[src/rtl/data_mem_arbiter.sv]
// rtl/data_mem_arbiter.sv - round-robin two-port sequencer for a single-port word data memory
module data_mem_arbiter #(
    parameter int N             = 32,
    parameter int ACCESS_CYCLES = 1,
    parameter int CNT_W         = 4
) (
    input  logic         clk,
    input  logic         rst_n,
    input  logic         req0_i,
    input  logic         req1_i,
    input  logic         we0_i,
    input  logic         we1_i,
    input  logic [N-1:0] adr0_i,
    input  logic [N-1:0] adr1_i,
    input  logic [N-1:0] wd0_i,
    input  logic [N-1:0] wd1_i,
    output logic         gnt0_o,
    output logic         gnt1_o,
    output logic         rv0_o,
    output logic         rv1_o,
    output logic [N-1:0] rd0_o,
    output logic [N-1:0] rd1_o,
    output logic         err0_o,
    output logic         err1_o,
    output logic [N-1:0] mem_adr_o,
    output logic [N-1:0] write_data_o,
    output logic         mem_write_o,
    input  logic [N-1:0] read_data_i
);

    typedef enum logic [1:0] {
        IDLE   = 2'd0,
        ACCESS = 2'd1,
        DONE   = 2'd2
    } state_t;

    state_t         state_q;
    logic           ptr_q;
    logic           port_q;
    logic           we_q;
    logic [CNT_W-1:0] cnt_q;
    logic [N-1:0]   mem_adr_q;
    logic [N-1:0]   write_data_q;
    logic [N-1:0]   rd0_q;
    logic [N-1:0]   rd1_q;
    logic           rv0_q;
    logic           rv1_q;
    logic           err0_q;
    logic           err1_q;

    logic           any_req;
    logic           pick1;
    logic           win_we;
    logic [N-1:0]   win_adr;
    logic [N-1:0]   win_wd;
    logic           misaligned;
    logic           last_cycle;

    // Port 1 wins when it is the only requester, or both request and the pointer favours it.
    assign any_req    = req0_i | req1_i;
    assign pick1      = req1_i & (~req0_i | ptr_q);
    assign win_we     = pick1 ? we1_i  : we0_i;
    assign win_adr    = pick1 ? adr1_i : adr0_i;
    assign win_wd     = pick1 ? wd1_i  : wd0_i;
    assign misaligned = |win_adr[1:0];
    assign last_cycle = (cnt_q == CNT_W'(ACCESS_CYCLES - 1));

    assign gnt0_o       = (state_q == IDLE) & req0_i & ~pick1;
    assign gnt1_o       = (state_q == IDLE) & pick1;
    assign mem_write_o  = (state_q == ACCESS) & last_cycle & we_q;
    assign mem_adr_o    = mem_adr_q;
    assign write_data_o = write_data_q;
    assign rv0_o        = rv0_q;
    assign rv1_o        = rv1_q;
    assign err0_o       = err0_q;
    assign err1_o       = err1_q;
    assign rd0_o        = rd0_q;
    assign rd1_o        = rd1_q;

    always_ff @(posedge clk or negedge rst_n) begin
        if (!rst_n) begin
            state_q      <= IDLE;
            ptr_q        <= 1'b0;
            port_q       <= 1'b0;
            we_q         <= 1'b0;
            cnt_q        <= '0;
            mem_adr_q    <= '0;
            write_data_q <= '0;
            rd0_q        <= '0;
            rd1_q        <= '0;
            rv0_q        <= 1'b0;
            rv1_q        <= 1'b0;
            err0_q       <= 1'b0;
            err1_q       <= 1'b0;
        end else begin
            rv0_q  <= 1'b0;
            rv1_q  <= 1'b0;
            err0_q <= 1'b0;
            err1_q <= 1'b0;
            case (state_q)
                IDLE: begin
                    if (any_req) begin
                        port_q <= pick1;
                        we_q   <= win_we;
                        cnt_q  <= '0;
                        if (misaligned) begin
                            // Rejected access: answer next cycle, memory port untouched.
                            state_q <= DONE;
                            rv0_q   <= ~pick1;
                            rv1_q   <= pick1;
                            err0_q  <= ~pick1;
                            err1_q  <= pick1;
                        end else begin
                            state_q      <= ACCESS;
                            mem_adr_q    <= win_adr;
                            write_data_q <= win_wd;
                        end
                    end
                end
                ACCESS: begin
                    if (last_cycle) begin
                        if (!we_q) begin
                            if (port_q) rd1_q <= read_data_i;
                            else        rd0_q <= read_data_i;
                        end
                        state_q <= DONE;
                        rv0_q   <= ~port_q;
                        rv1_q   <= port_q;
                    end else begin
                        cnt_q <= cnt_q + CNT_W'(1);
                    end
                end
                DONE: begin
                    ptr_q   <= ~port_q;
                    state_q <= IDLE;
                end
                default: state_q <= IDLE;
            endcase
        end
    end

endmodule

[config.mk]
export PLATFORM = sky130hd
export DESIGN_NAME = data_mem_arbiter
export DESIGN_NICKNAME = d
export VERILOG_FILES = /design/src/rtl/data_mem_arbiter.sv
export SDC_FILE = /design/constraint.sdc
export NUM_CORES = 1
export LEC_CHECK = 0
export ABC_AREA = 0
export CAP_MARGIN = 5
export CORE_UTILIZATION = 46
export CTS_BUF_LIST = sky130_fd_sc_hd__clkbuf_4 sky130_fd_sc_hd__clkbuf_8
export CTS_CLUSTER_DIAMETER = 120
export DETAILED_ROUTE_END_ITERATION = 10
export PLACE_DENSITY = 0.86
export SLEW_MARGIN = 20
export SYNTH_ARGS = -nofsm -noshare
export SYNTH_HDL_FRONTEND = slang
export SYNTH_SLANG_ARGS = --single-unit
[constraint.sdc]
create_clock -name clk -period 4.1 [get_ports clk]
set_clock_uncertainty 0.05 [all_clocks]
set_input_delay 0.82 -clock clk [delete_from_list [all_inputs] [get_ports clk]]
set_output_delay 0.82 -clock clk [all_outputs]
set_load 0.01 [all_outputs]
Yosys cells after proc, flatten, opt, wreduce, memory -nomap -nowiden
Cells that the tools add are included.
- register bits: 141
- output and inout bits: 135
- add/sub/neg operators: 1
- eq/ne operators: 5
- mux-type cells: 20
- bitwise logic cells: 13
- reductions and logical operators: 10
- operators with widths (cell ; count):
    $mux 32 ; 2
    $mux 1 ; 9
    $mux 4 ; 2
    $pmux 4 s2 ; 1
    $reduce_and 4->1 ; 2
    $and 1x1->1 ; 6
    $mux 2 ; 3
    $ne 2x2->1 const B ; 3
    $reduce_and 3->1 ; 2
    $not 1->1 ; 5
    $add 4x1->4 const B ; 1
    $logic_not 4->1 ; 1
    $pmux 1 s2 ; 2
    $pmux 2 s2 ; 1
    $reduce_and 2->1 ; 2
    $eq 2x1->1 const B ; 1
    $eq 2x2->1 const B ; 1
    $logic_not 2->1 ; 1
    $or 1x1->1 ; 2
    $reduce_bool 2->1 ; 1
    $reduce_or 2->1 ; 1

Logic depth before layout (Yosys ltp)
Gate-level depths: netlist of run 1.
- word-level depth: 8
- depth in mapped cells: 7

Least setup slack after synthesis of run 1
OpenSTA, ideal clock, no wires.
- path type: input-to-output
- start: in req0_i
- end: out gnt1_o
- arrival: 1638 ps
- setup slack: 1592 ps
- stages on the path: 5
- buffers on the path: 2
- cell sequence: nand2b_1 nand2_1 buf_2 buf_2 nor3_1
- word-level cells in the longest chain between the ends: 4
- RTL lines (item ; RTL line ; source):
    from (decl) ; 9 ; input logic req0_i,
    $not 1->1 ; 61 ; assign pick1 = req1_i & (~req0_i | ptr_q);
    $or 1x1->1 ; 61 ;
    $and 1x1->1 ; 61 ;
    $and 1x1->1 ; 69 ; assign gnt1_o = (state_q == IDLE) & pick1;
    to (decl) ; 18 ; output logic gnt1_o,
Every way passes these cells.

Final worst setup path of run 1
Same ends and word-level chain as after synthesis.

==> qor.yml, run 1 <==
run_status:
  status: "complete, no violations"
synthesis:
  syn_area_per_cell_um2: 15.7
  synth-seq-cells: 141
  synth_cell_type_count: 37
  synth-main-ff-cell: "dfrtp_1"
  yosys_warnings: 0
  syn_area_um2: 6330
  syn_nets: 570
  seq_area_frac_synth_pct: 55.7
  synth_edf_count: 0
  synthCells: 402
  synthArstFlopShare_pct: 100
timing:
  setup_viol: 0
  hold_violations: 0
  tightest_slew_ps: 902
  period_needed_ps: 3260
  report.final.slew_viol_count: 0
  relSlewSlack_pct: 39.5
  grt_setup_unrepaired: "no"
  fmax_mhz: 306
  finalSetupTns_ps: 0
  period_share_pct: 79.6
global_routing:
  grt_use_met3_pct: 6.51
  grt_pass1_wl_um: 25900
  grt_antenna_before_repair: 0
  grt.total_usage_pct: 23.8
  grtUsageMet1_pct: 26.9
  grt_max_degree: 88
  grt_overflow: 0
  grt_pass1_vias: 4815
  busiest_layer: "met2"
  met2_usage_pct: 42.2
flow_run:
  drv_cap: 0
worst_setup_path:
  r2r-start: "cnt_q[0]"
  crit_chain: "clkdlybuf4s50_1 > nand2b_1 > nand2_2 > nor3_1 > clkdlybuf4s50_1"
  slowest_delay_ps: 630
  cpMaxStageDelayCell: "clkdlybuf4s50_1"
  path_max_fanout: 4
  cpLargestDelayFamily: "buffers and inverters"
  crit_top_cell: "clkdlybuf4s50_1"
  crit_arrival_ps: 2390
  crit_type: "in2out"
  cp.required_ps: 3230
  cp.buffers_inverters: 2
  crit_start: "req0_i"
  cp-start-kind: "input port"
  worst_setup_path_end_kind: "primary output"
pwr:
  leakage_nw: 4.19
  powerDensity_nw_per_um2: 676
  max-vdd-ir-drop_mv: 0.365
layout:
  area_delta_synth_final_pct: 56.2
  final_nets: 873
  fin_cells: 893
  final_util_pct: 74.1
  n_antenna_cell: 0
  final_common_cell: "clkdlybuf4s50_1"
  layout_common_cells: "clkdlybuf4s50_1 (299), dfrtp_1 (141), mux2_2 (140)"
  fillers: 879
  drive_gt1_share_pct: 31.9
clock_network:
  hold_buffers: 0
  cts_setup_buffers: 0
  clock_sinks: 141
  path_clk_slew_ps: 80
  cts-root-buf: "clkbuf_8"
  htree_levels: 4
  cts_tree: "built"
  cts_made_buffers: 17
  clock_latency_ps: 440
  cts_resized: 0
  cts_buffer_depth: 2
route:
  drc_errors: 0
  drtAntennaViolNets: 0
  dr.pass1.iters: 4
  routed_wl_um: 16400
  routed-via-count: 4482
  wl_per_cell_um: 18.4
  drtIter0Drc: 138
  via_per_inst: 5.02
floorplanning:
  ioPinCount: 301
  rows: 42
  core_area_um2: 13300
  die_x_um: 119
  dieArea_um2: 14200
  die_h_um: 119
  start_util_pct: 47.4
placement:
  port-buffer-count: 300
  dp.cells: 862
  gp_congestion: 0.799
  dp_hpwl_um: 12000
hold_path:
  min_path_type: "in2async"
==> report_power, final <==
part | leakage [nW] | internal, W | switching [W] | total [W]
clock network | 0.226 | 0.000716 | 0.000491 | 0.00121
logic | 2.26 | 0.00198 | 0.00107 | 0.00305
registers | 1.71 | 0.00205 | 0.000374 | 0.00243
total | 4.19 | 0.00475 | 0.00193 | 0.00668
==> through the flow <==
step / setup slack [ps] / hold WS [ps] / cell area, um^2 / total power, W
floorplan: 1590 / 436 / 6330 / 0.00374
global placement: 890 / 424 / 9450 / 0.00540
detailed placement: 863 / 442 / 9450 / 0.00551
CTS: 829 / 392 / 9890 / 0.00675
global route: 749 / 447 / 9890 / 0.00699
finish: 837 / 368 / 9890 / 0.00668
==> synthesized netlist by cell type (all sizes together), types with 2 or more instances <==
cell type	instances	area [um^2]
nand3	2	10.0
nand2	7	26.3
o31ai	2	15.0
o21a	2	15.0
nor2	6	25.0
a21o	2	15.0
xor2	2	17.5
buf	19	174
nor3	2	15.0
and3	2	12.5
mux2	188	2290
ha	2	25.0
inv	3	11.3
nand2b	2	12.5
nor2b	2	12.5
a21oi	3	18.8
dfrtp	141	3530
o21ai	4	20.0
==> per-layer routing <==
| metal | vias to the layer above | share of wire (%) |
|---|---|---|
| li1 | 2049 | - |
| met1 | 2206 | 38 |
| met2 | 192 | 53 |
| met3 | 35 | 6.6 |
| met4 | 0 | 2.7 |
| met5 | - | 0 |
==> kinds of logic (layout without fill, tap and decap cells) <==
kind of cell             after synthesis  count (layout)  synth area share (%)
AND/OR/NAND/NOR                       30              30                  2.65
multiplexers                         189             189                  36.4
flip-flops                           141             141                  55.7
XOR/XNOR                               2               2                 0.277
adder cells (fa/ha/maj)                2               2                 0.395
AO/OA/AOI/OAI                         15              15                  1.58
buffers and inverters                 23             338                  2.98
==> sequential cells by signal, indices dropped and copies added (netlist names) <==
name          flops
mem_adr_o        32
rd1_o            32
state_q           2
rv1_o             1
write_data_o     32
port_q            1
cnt_q             4
ptr_q             1
rv0_o             1
rd0_o            32
err1_o            1
err0_o            1
we_q              1
==> layout make-up <==
cell class | count | area, um^2 | area share [%]
Clock buffer | 26 | 339 | 3.43
Clock inverter | 5 | 103 | 1.04
Multi-Input combinational cell | 238 | 2630 | 26.6
Sequential cell | 141 | 3530 | 35.7
Timing Repair Buffer | 304 | 3060 | 30.9
Inverter | 3 | 11.3 | 0.114
Tap cell | 176 | 220 | 2.23
==> final timing paths <==
path	slack, ps	to	cells past startpoint
worst max-delay path	840	gnt1_o	5
worst min-delay path	370	rd1_o[10]	1
worst max register to register	1530	rd1_o[4]	6
worst min register to register	460	rd1_o[1]	1
max in group asynchronous	2810	mem_adr_o[23]	2
min in group clk	460	rd1_o[1]	1
(Power assumes the default switching activity.)
==> run 2: changes to the inputs <==
- CORE_UTILIZATION: 46 -> 38
- PLACE_DENSITY: 0.86 -> 0.75
- clock period: 4.1 -> 2.8 ns (I/O delays scaled with it)
==> run 2 against run 1 <==
  * Wire length grew 2.3%
  * Total power grew 46%
  * Die area grew 21%
  * Combinational power grew 49%
  * Via count grew 1.1%
  * Utilization shrank 11 points
  * Setup slack lost 640 ps
  * Critical path type unchanged
==> qor.yml, run 2 (same netlist as run 1, synthesis figures left out) <==
floorplanning:
  die_x_um: 131  # +9.9%
  rows: 46  # +9.5%
  dieArea_um2: 17200  # +21%
  core_area_um2: 16100  # +20%
  die_h_um: 131  # +9.9%
  start_util_pct: 39.4  # -8.0 points
  ioPinCount: 301  # unchanged
route:
  dr.pass1.iters: 4  # unchanged
  drc_errors: 0  # unchanged
  drtIter0Drc: 168  # +22%
  wl_per_cell_um: 17.7  # -3.6%
  drtAntennaViolNets: 0  # unchanged
  via_per_inst: 4.78  # -4.7%
  routed_wl_um: 16800  # +2.3%
  routed-via-count: 4533  # +1.1%
flow_run:
  drv_cap: 0  # unchanged
layout:
  final_nets: 887  # +1.6%
  n_antenna_cell: 0  # unchanged
  area_delta_synth_final_pct: 59.1
  final_common_cell: "clkdlybuf4s50_1"
  drive_gt1_share_pct: 33.6  # +1.7 points
  layout_common_cells: "clkdlybuf4s50_1 (298), dfrtp_1 (141), mux2_2 (140)"
global_routing:
  grt_pass1_wl_um: 24800  # -4.2%
  grt_pass1_vias: 4793  # -0.46%
  grt_antenna_before_repair: 0  # unchanged
  grt_max_degree: 73  # -17%
  grt_overflow: 0  # unchanged
  grt.total_usage_pct: 19.5  # -4.4 points
timing:
  holdWs_ps: 70.5  # -297 ps
  fmax_mhz: 384
  hold_violations: 0  # unchanged
  finalSetupTns_ps: 0  # unchanged
  period_share_pct: 93.0
  period_needed_ps: 2600
  report.final.slew_viol_count: 0  # unchanged
  setup_viol: 0  # unchanged
  grt_setup_unrepaired: "no"
  relSlewSlack_pct: 56.6  # +17 points
  tightest_slew_ps: 652  # -251 ps
clock_network:
  clock_latency_ps: 430  # about the same
  clock_sinks: 141  # unchanged
  cts_buffer_depth: 2  # unchanged
  cts_tree: "built"
  path_clk_slew_ps: 70  # about the same
  cts-root-buf: "clkbuf_8"
  cts_made_buffers: 17  # unchanged
  htree_levels: 4  # unchanged
worst_setup_path:
  r2r_end: "rd0_o[9]"
  cp.depth: 5  # unchanged
  r2r-start: "cnt_q[0]"
  rrSetupSlack_ps: 620  # -910 ps
  slowest_delay_ps: 620  # about the same
  cp-start-kind: "input port"
  cpMaxStageDelayCell: "clkdlybuf4s50_1"
  cpLargestDelayFamily: "buffers and inverters"
  crit_arrival_ps: 1990  # -400 ps
  worst_setup_path_end_kind: "primary output"
  crit_type: "in2out"
  worstRegToRegCells: 7  # +1
  crit_top_cell: "clkdlybuf4s50_1"
  cp.required_ps: 2190  # -1040 ps
  cp.buffers_inverters: 2  # unchanged
  path_max_fanout: 3  # -1
  crit_start: "req0_i"
  crit_chain: "clkdlybuf4s50_1 > nand2b_1 > nand2_2 > nor3_2 > clkdlybuf4s50_1"
pwr:
  leakage_nw: 4.27  # +1.9%
  powerDensity_nw_per_um2: 965  # +43%
  max-vdd-ir-drop_mv: 0.573  # +57%
run_status:
  status: "complete, no violations"
placement:
  dp_hpwl_um: 12600  # +4.7%
  port-buffer-count: 300  # unchanged
  gp_congestion: 0.828  # +3.5%
hold_path:
  min_path_type: "in2async"
-- run 2: cell count changes in the layout (fill, tap and decap cells not counted), moves of 2 or more --
cell,before,now
clkbuf_8,23,19
buf_12,2,6
clkbuf_4,3,1
clkinvlp_4,1,5
buf_4,2,12
inv_6,0,3
-- run 2: through the flow --
stage               std cells  util (%)  setup slack [ps]  cell area (um^2)  power (W)
global route              948      62.7               124             10100     0.0103
floorplan                 402         -               812              6330    0.00548
global placement          916      60.1              98.4              9650    0.00800
finish                    948      62.7               196             10100    0.00973
CTS                       948      62.7              46.3             10100    0.00985
detailed placement        916      60.1              93.9              9650    0.00814
-- run 2: layout make-up --
type,instances,area [um^2]
Multi-Input combinational cell,238,2650
Timing Repair Buffer,318,3220
Fill cell,1200,5980
Tap cell,216,270
Inverter,3,11.3
Sequential cell,141,3530
Clock inverter,12,134
Clock buffer,20,269
-- run 2: report_power, final --
part / switching [W] / internal [W]
Sequential: 0.000542 / 0.00300
Combinational: 0.00158 / 0.00295
Clock: 0.000795 / 0.000853
Total: 0.00292 / 0.00681
-- run 2: worst max-delay path by stage --
stage	to	slack, ps
floorplan	gnt1_o	810
global placement	gnt1_o	100
detailed placement	gnt1_o	90
CTS	mem_write_o	50
global route	gnt1_o	120
finish	gnt1_o	200
-- run 2: what timing repair did --
| item | 4_1_cts | 5_1_grt |
|---|---|---|
| setup buffers | 0 | 0 |
| setup endpoints to repair | 1 | 2 |
| hold buffers | 0 | 0 |
| gates resized for setup | 1 | 3 |
-- run 2: worst reg2reg max path: stages (launching register included) --
cell and delay [ps]:
dfrtp_1 410, inv_1 90, ha_1 170, nor3b_4 230
nand2_1 170, nor3_4 130, buf_4 410, mux2_2 420
-- run 2: metal layers --
layer  track usage (%)  part of all wire, %  vias up
met3              6.21                  7.0       26
met2              35.3                   53      188
met5                 0                    0        -
met1              21.0                   38     2257
met4              7.78                  2.2        0
li1                  -                    -     2062
==> run 3: changes to the inputs <==
- ABC_AREA: 0 -> 1
- CORE_UTILIZATION: 38 -> 39
- PLACE_DENSITY: 0.75 -> 0.76
==> run 3 against run 2 <==
  * Register-to-register slack improved by 150 ps
  * Maximum frequency rose by 0.96%
  * Clock-buffer cell count is 1 lower
  * Setup slack improved by 25 ps
  * Critical path depth grew 1
  * Critical path type unchanged
  * First-iteration DRC count rose to 2.6 times the previous value
  * Die area rose by 0.64%
  * Largest cell class unchanged
  * Worst hold slack worse by 33 ps
  * Area after synthesis increased by 3.3%
==> qor.yml, run 3 <==
route:
  met1_length_um: 8450  # +34%
  drc_errors: 0  # unchanged
  highest_layer: "met4"
  dr.pass1.iters: 5  # +1
  via_per_inst: 4.82  # +0.87%
  wl_per_cell_um: 15.2  # -14%
  wl_met3_um: 1690  # +43%
  wl_met2_um: 9710  # +8.6%
  drtIter0Drc: 432  # +160%
  drtAntennaViolNets: 0  # unchanged
  routed_wl_um: 20400  # +21%
  routed-via-count: 6487  # +43%
clock_network:
  clock_latency_ps: 440  # about the same
  cts_buffer_depth: 2  # unchanged
  cts_setup_buffers: 0  # unchanged
  cts_resized: 0  # -1
  clock_sinks: 141  # unchanged
  cts_made_buffers: 17  # unchanged
  path_clk_slew_ps: 70  # about the same
  cts-root-buf: "clkbuf_8"
  htree_levels: 4  # unchanged
  cts_tree: "built"
  hold_buffers: 0  # unchanged
synthesis:
  yosysTopAreaCell: "dfrtp_1"
  synth_edf_count: 0  # unchanged
  seq_area_frac_synth_pct: 54.0  # -1.8 points
  yosys_warnings: 0  # unchanged
  synth_top_area_share_pct: 54.0  # -1.8 points
  synth_area_leaders: "dfrtp_1 (54%), nand2_1 (24%), nand3_1 (13%), buf_2 (1.8%), buf_4 (1.0%)"
  synth_common_cells: "nand2_1 (424), nand3_1 (166), dfrtp_1 (141), buf_2 (24), inv_1 (11)"
  synth_cell_type_count: 23  # -38%
  synthArstFlopShare_pct: 100  # unchanged
  synth-main-ff-cell: "dfrtp_1"
  synth_most_common_cell: "nand2_1"
  synthCells: 834  # +110%
  syn_area_per_cell_um2: 7.84  # -50%
  syn_nets: 1002  # +76%
  syn_area_um2: 6540  # +3.3%
  synth-seq-cells: 141  # unchanged
layout:
  final_nets: 1285  # +45%
  n_antenna_cell: 0  # unchanged
  final_util_pct: 62.8  # about the same
  drive_gt1_share_pct: 5.76  # -28 points
  design_area_um2: 10100  # +0.42%
  final_common_cell: "nand2_1"
  layout_common_cells: "nand2_1 (423), clkdlybuf4s50_1 (297), nand3_1 (166)"
  fin_cells: 1345  # +42%
  area_delta_synth_final_pct: 54.7
floorplanning:
  die_h_um: 131  # +0.32%
  ioPinCount: 301  # unchanged
  rows: 46  # unchanged
  core_area_um2: 16100  # +0.36%
  die_x_um: 131  # +0.32%
  dieArea_um2: 17300  # +0.64%
  start_util_pct: 40.6  # +1.2 points
pwr:
  max-vdd-ir-drop_mv: 0.443  # -23%
  powerDensity_nw_per_um2: 953  # -1.2%
  leakage_nw: 5.00  # +17%
worst_setup_path:
  cp.depth: 6  # +1
  crit_type: "in2out"
  r2r-start: "ptr_q"
  crit_start: "req0_i"
  path_max_fanout: 4  # +1
  cpLargestDelayFamily: "buffers and inverters"
  crit_arrival_ps: 1970  # -20 ps
  cp-start-kind: "input port"
  cpMaxStageDelayCell: "clkdlybuf4s50_1"
  worst_setup_path_end_kind: "primary output"
  cp.buffers_inverters: 3  # +1
  worstRegToRegCells: 10  # +3
  cp.required_ps: 2190  # about the same
  slowest_delay_ps: 550  # -70 ps
  crit_chain: "clkdlybuf4s50_1 > nand2_2 > nand2_2 > nand3_1 > inv_1 > clkdlybuf4s50_1"
placement:
  dp_hpwl_um: 14400  # +15%
  place_area_um2: 9690  # +0.32%
  gp_congestion: 0.828  # about the same
  port-buffer-count: 300  # unchanged
  place_ws_ps: 103  # +9.55 ps
  dp.cells: 1314  # +43%
hold_path:
  min_path_type: "in2async"
timing:
  grt_setup_unrepaired: "no"
  hold_violations: 0  # unchanged
  period_needed_ps: 2580  # -24.7 ps
  fmax_mhz: 388  # +0.96%
  report.final.slew_viol_count: 0  # unchanged
  setup_viol: 0  # unchanged
  relSlewSlack_pct: 57.4  # +0.89 points
  tightest_slew_ps: 634  # -17.6 ps
  setup_ws_ps: 220  # +24.7 ps
  period_share_pct: 92.1  # -0.88 points
  finalSetupTns_ps: 0  # unchanged
global_routing:
  grt_max_degree: 68  # -6.8%
  grt_pass1_wl_um: 33400  # +35%
  grt_antenna_before_repair: 0  # unchanged
  grt_overflow: 0  # unchanged
  grt.total_usage_pct: 24.7  # +5.2 points
  grt_pass1_vias: 6327  # +32%
flow_run:
  drv_cap: 0  # unchanged
run_status:
  status: "complete, no violations"
[run 3: logic make-up after synthesis]
logic type      after synthesis  synth area share, %
compound gates               12                 1.01
xor+xnor                      2                0.268
fa+ha+maj                     2                0.383
buf+inv                      68                 5.57
flops                       141                 54.0
simple gates                609                 38.8
[run 3: layout make-up]
| class | count | area (um^2) |
|---|---|---|
| Clock buffer | 19 | 262 |
| Timing Repair Buffer | 319 | 3180 |
| Inverter | 13 | 48.8 |
| Fill cell | 1424 | 6000 |
| Multi-Input combinational cell | 625 | 2660 |
| Tap cell | 216 | 270 |
| Clock inverter | 12 | 169 |
| Sequential cell | 141 | 3530 |
[run 3: stage by stage]
stage	power (W)	hold slack (ps)
2_1_floorplan	0.00532	214
3_3_place_gp	0.00785	403
3_5_place_dp	0.00792	407
4_1_cts	0.00974	49.2
5_1_grt	0.0103	58.7
6_report	0.00965	37.5
[run 3: layer usage]
metal | up-vias | GRT usage [%]
met5 | - | 0
met4 | 0 | 9.63
met3 | 37 | 7.21
met2 | 266 | 40.1
met1 | 2975 | 30.9
li1 | 3209 | -
[run 3: path summary, 6_finish.rpt]
path / to / slack [ps]
max: gnt0_o / 220
min: rd0_o[14] / 40
max reg2reg: write_data_o[28] / 770
min reg2reg: write_data_o[7] / 420
max in group asynchronous: mem_adr_o[21] / 1890
min in group clk: write_data_o[7] / 420
[run 3: power by group]
group	switching (W)	internal, W	leakage (nW)
registers	0.000540	0.00295	1.70
clock network	0.000766	0.00101	0.217
logic	0.00213	0.00225	3.08
==> RTL change 1 (config.mk and constraints of run 2) <==
Re-encode `state_t` (3 states) as one-hot, 3 bits wide.
--- a/src/rtl/data_mem_arbiter.sv
+++ b/src/rtl/data_mem_arbiter.sv
@@ -28,10 +28,10 @@
     input  logic [N-1:0] read_data_i
 );
 
-    typedef enum logic [1:0] {
-        IDLE   = 2'd0,
-        ACCESS = 2'd1,
-        DONE   = 2'd2
+    typedef enum logic [2:0] {
+        IDLE   = 3'b001,
+        ACCESS = 3'b010,
+        DONE   = 3'b100
     } state_t;
 
     state_t         state_q;
Behaviour: same outputs for any inputs over 4 cycles, from zero or initial values and one cycle with rst_n low; so few cycles prove little.
==> RTL change 1 against run 2 <==
  * Fmax fell by 4.1%
  * Area after synthesis fell by 0.75%
  * Power fell by 8.3%
  * Design area fell by 1.1%
  * Setup slack got worse by 0.11 ns
  * Register-to-register slack got worse by 0.09 ns
  * Wire length fell by 1.8%
  * Sequential cell count rose by 1
  * First-iteration DRC count fell by 42%
  * Clock power rose by 8%
  * Largest cell class unchanged
==> RTL change 1: results (changes against run 2) <==
status:
  status: "finished clean"
clock_network:
  cts-root-buf: "clkbuf_8"
  cts_buffer_depth: 2  # unchanged
  htree_levels: 4  # unchanged
  cts_made_buffers: 17  # unchanged
  path_clk_slew_ns: 0.08
  clkLatencyLatePin_ns: 0.43  # about the same
cells_and_area:
  num-nets-final: 884  # -0.34%
  nFillCells: 1278  # +6.5%
  drive_gt1_share_pct: 26.3  # -7.3 points
  antenna_cells: 0  # unchanged
setup_path:
  worstPathArrival_ns: 2.11  # +0.12 ns
  setup.worst_path.start: "req0_i"
  r2r_end: "mem_adr_o[7]"
  crit_end: "gnt1_o"
  crit_path_max_incr_delay_ns: 0.53  # -0.09 ns
  r2r-start: "state_q[0]"
  reg2reg_depth: 5  # -2
  cp_max_fo: 4  # +1
  slowest_stage: "clkdlybuf4s50_1"
  cp_top_family: "buffers and inverters"
  worst-r2r-setup-slack_ns: 0.53  # -0.09 ns
synthesis:
  synth_warnings: 0  # unchanged
  synth_top_flop_cell: "dfrtp_1"
  yosysUniqueCellTypes: 36  # -2.7%
  yosys.cell_count.top_type: "dfrtp_1"
  synth_common_cells: "dfrtp_1, mux2_2, mux2_1, mux2_4, buf_6"
  seq_area_frac_synth_pct: 56.6  # +0.84 points
  async_reset_ff_share_pct: 100  # unchanged
  synth.area.top_cells: "dfrtp_1, mux2_2, mux2_1, mux2_4, buf_6"
  syn_nets: 575  # +0.88%
grt:
  antenna_found_initial: 0  # unchanged
  track_usage_pct: 19.3  # -0.12 points
  grt_pass1_wl_mm: 24.9  # +0.36%
  grt_pass1_vias: 4781  # -0.25%
  grt_max_degree: 143  # +96%
pwr:
  vdd_drop_max_mv: 0.516  # -9.9%
  power.leakage_nw: 4.28  # +0.31%
routing:
  finalWirelength_mm: 16.5  # -1.8%
  drtIter0Drc: 97  # -42%
  firstDrtPassIters: 4  # unchanged
  vias: 4490  # -0.95%
placement:
  io_buffer_count: 300  # unchanged
  dp_hpwl_mm: 12.3  # -1.9%
  place_congestion: 0.826  # -0.23%
  place_ws_ns: 0.100  # +0.00634 ns
sta:
  hold_ws_ns: 0.185  # +0.114 ns
  max_freq_ghz: 0.368  # -4.1%
  maxSlewHeadroom_pct: 50.2  # -6.3 points
hold_path:
  hold_path_class: "in2async"
## RTL change 1: cell count changes after synthesis, moves of 2 or more
cell / delta
buf_8: -4
nor2_1: +4
o31ai_1: -2
buf_4: -2
buf_6: +6
mux2_4: -27
a21o_1: -2
o21ai_0: -2
nand3_1: +4
mux2_1: +47
mux2_2: -20
and2_1: +2
nand2_1: +3
## RTL change 1: metrics by stage
step,std cells,instance area [sq um]
floorplan,407,6280
global placement,912,9500
detailed placement,912,9500
CTS,944,9950
global route,945,9960
finish,945,9960
## RTL change 1: cell families (layout without fill, tap and decap cells)
kind of cell             Yosys count  after routing  synth area share (%)
AO/OA/AOI/OAI                      9              9                 0.936
XOR/XNOR                           2              2                 0.279
adder cells (fa/ha/maj)            2              2                 0.398
buffers and inverters             22            344                  2.83
flip-flops                       142            142                  56.6
multiplexers                     188            188                  34.9
AND/OR/NAND/NOR                   42             42                  4.10
## RTL change 1: what timing repair did
item,in CTS,in global routing
resized for setup,0,1
hold buffers,0,0
pin swaps,1,1
setup endpoints to repair,1,1
hold endpoints to repair,0,0
setup buffers,0,1
## RTL change 1: final cells by class
class                           instances  area [sq um]  share of cell area, %
Sequential cell                       142          3550                   35.7
Timing Repair Buffer                  309          3110                   31.2
Multi-Input combinational cell        243          2560                   25.7
Clock buffer                           24           324                   3.25
Tap cell                              216           270                   2.71
Clock inverter                          8           128                   1.28
Inverter                                3          11.3                  0.113
## RTL change 1: layer usage
layer	vias to the layer above	track usage (%)	part of all wire, %
li1	2065	-	-
met1	2237	21.2	38
met2	161	35.4	54
met3	27	5.70	6.0
met4	0	6.69	2.4
met5	-	0	0
## RTL change 1: power by group
part	internal [mW]	switching [mW]	leakage (nW)
clock	1.04	0.754	0.225
sequential	2.89	0.452	1.76
combinational	2.38	1.40	2.30
total	6.31	2.60	4.28
==> RTL change 2 (settings of run 2) <==
Without the edit above. `CNT_W`: 4 -> 6.
--- a/src/rtl/data_mem_arbiter.sv
+++ b/src/rtl/data_mem_arbiter.sv
@@ -2,7 +2,7 @@
 module data_mem_arbiter #(
     parameter int N             = 32,
     parameter int ACCESS_CYCLES = 1,
-    parameter int CNT_W         = 4
+    parameter int CNT_W         = 6
 ) (
     input  logic         clk,
     input  logic         rst_n,
Behaviour: same outputs for any inputs over 4 cycles, from zero or initial values and one cycle with rst_n low; that may be too few to reach the edited logic, so the function may still have changed.
==> RTL change 2 against run 2 <==
  * Wire length is 2.5% lower
  * Via count rose by 0.55%
  * Count of clock-buffer cells in the layout rose by 1
  * Non-clock buffer count shrank 9
  * Sequential cell count is 2 higher
  * Sequential power about the same
  * Area after synthesis fell by 0.53%
  * Power decreased by 2.9%
  * Setup slack worse by 0.13 ns
  * Design area shrank 1.4%
  * Critical path type unchanged
  * Highest routed layer unchanged
==> RTL change 2: results (changes against run 2) <==
synthesis:
  yosysUniqueCellTypes: 43  # +16%
  synth-compound-area-share_pct: 2.17  # +0.58 points
  synthMuxAreaShare_pct: 33.7  # -2.6 points
  syn_nets: 581  # +1.9%
  synth-adder-area-share_pct: 0.397  # +0.0021 points
  synth_xor_area_share_pct: 0.278  # +0.0015 points
  synth.area.top_cells: "dfrtp_1, mux2_2, buf_6, clkbuf_8, buf_2"
  synth_common_cells: "mux2_2, dfrtp_1, buf_6, nor2_1, buf_2"
  seq_area_frac_synth_pct: 56.8  # +1.1 points
grt:
  use_met1_pct: 21.4  # +0.35 points
  track_usage_pct: 19.4  # -0.059 points
  grt_pass1_vias: 4869  # +1.6%
  grt_max_degree: 66  # -9.6%
  grtUsageMet2_pct: 35.7  # +0.40 points
  use_met3_pct: 4.68  # -1.5 points
  grt_pass1_wl_mm: 25.0  # +0.89%
  antenna_found_initial: 0  # unchanged
placement:
  io_buffer_count: 300  # unchanged
  place_ws_ns: 0.0830  # -0.0108 ns
  place_congestion: 0.801  # -3.3%
  dp_hpwl_mm: 12.6  # -0.15%
  placed_area_sq_mm: 0.00949  # -1.7%
routing:
  drtIter0Drc: 138  # -18%
  firstDrtPassIters: 4  # unchanged
  finalWirelength_mm: 16.4  # -2.5%
  top_layer_used: "met4"
  met3_length_mm: 1.00  # -15%
  via_per_inst: 4.81  # +0.55%
  wl_met2_mm: 8.81  # -1.5%
  wl_met1_mm: 6.20  # -1.7%
setup_path:
  setup.worst_path.start: "req0_i"
  cp_top_family: "buffers and inverters"
  crit_path_max_incr_delay_ns: 0.55  # -0.07 ns
  cp_max_fo: 4  # +1
  r2r-start: "cnt_q[3]"
  reg2reg_depth: 5  # -2
  worstPathArrival_ns: 2.12  # +0.13 ns
  crit_end: "gnt0_o"
  worst-r2r-setup-slack_ns: 0.64  # +0.02 ns
sta:
  hold_ws_ns: 0.447  # +0.376 ns
  fin_crit_ns: 2.73  # +0.126 ns
  worstMarginPinSlew_ns: 0.497  # -0.155 ns
hold_path:
  whs_endpoint: "write_data_o[8]"
  hold_path_class: "reg2reg"
  holdPathStages: 1
clock_network:
  cts_buffer_depth: 2  # unchanged
  hold_buffers: 1  # +1
  cts_made_buffers: 17  # unchanged
  clkLatencyLatePin_ns: 0.43  # about the same
  ctsResizeCount: 1  # unchanged
  cts-root-buf: "clkbuf_8"
  path_clk_slew_ns: 0.08
pwr:
  power.leakage_nw: 4.12  # -3.4%
  vdd_drop_max_mv: 0.654  # +14%
cells_and_area:
  area_growth_pct: 57.8
  drive_gt1_share_pct: 32.5  # -1.1 points
  nFillCells: 1201  # +0.083%
status:
  status: "finished clean"
## RTL change 2: per-stage QoR
| step | util [%] | cells | total power, mW |
|---|---|---|---|
| after CTS | 61.9 | 948 | 9.58 |
| after floorplan | - | 413 | 5.23 |
| after global routing | 61.9 | 948 | 9.99 |
| after detailed placement | 59.1 | 915 | 7.81 |
| final | 61.9 | 948 | 9.45 |
| after global placement | 59.1 | 915 | 7.67 |
## RTL change 2: layout make-up
class	count	area [sq um]	share of cell area, %
inverter	5	18.8	0.189
clock buffer	21	277	2.78
timing repair buffer	309	3110	31.3
tap	216	270	2.72
multi-input combinational	243	2530	25.4
clock inverter	11	156	1.57
sequential	143	3580	36.0
## RTL change 2: worst reg2reg max path, delay by kind of cell (launching register included)
kind / cells / cell delay (ns)
simple gates: 3 / 0.72
buf+inv: 1 / 0.42
flops: 1 / 0.46
mux: 1 / 0.40
## RTL change 2: where the power goes
group	internal [mW]	switching, mW
Combinational	2.68	1.50
Clock	0.959	0.781
Sequential	3.01	0.513
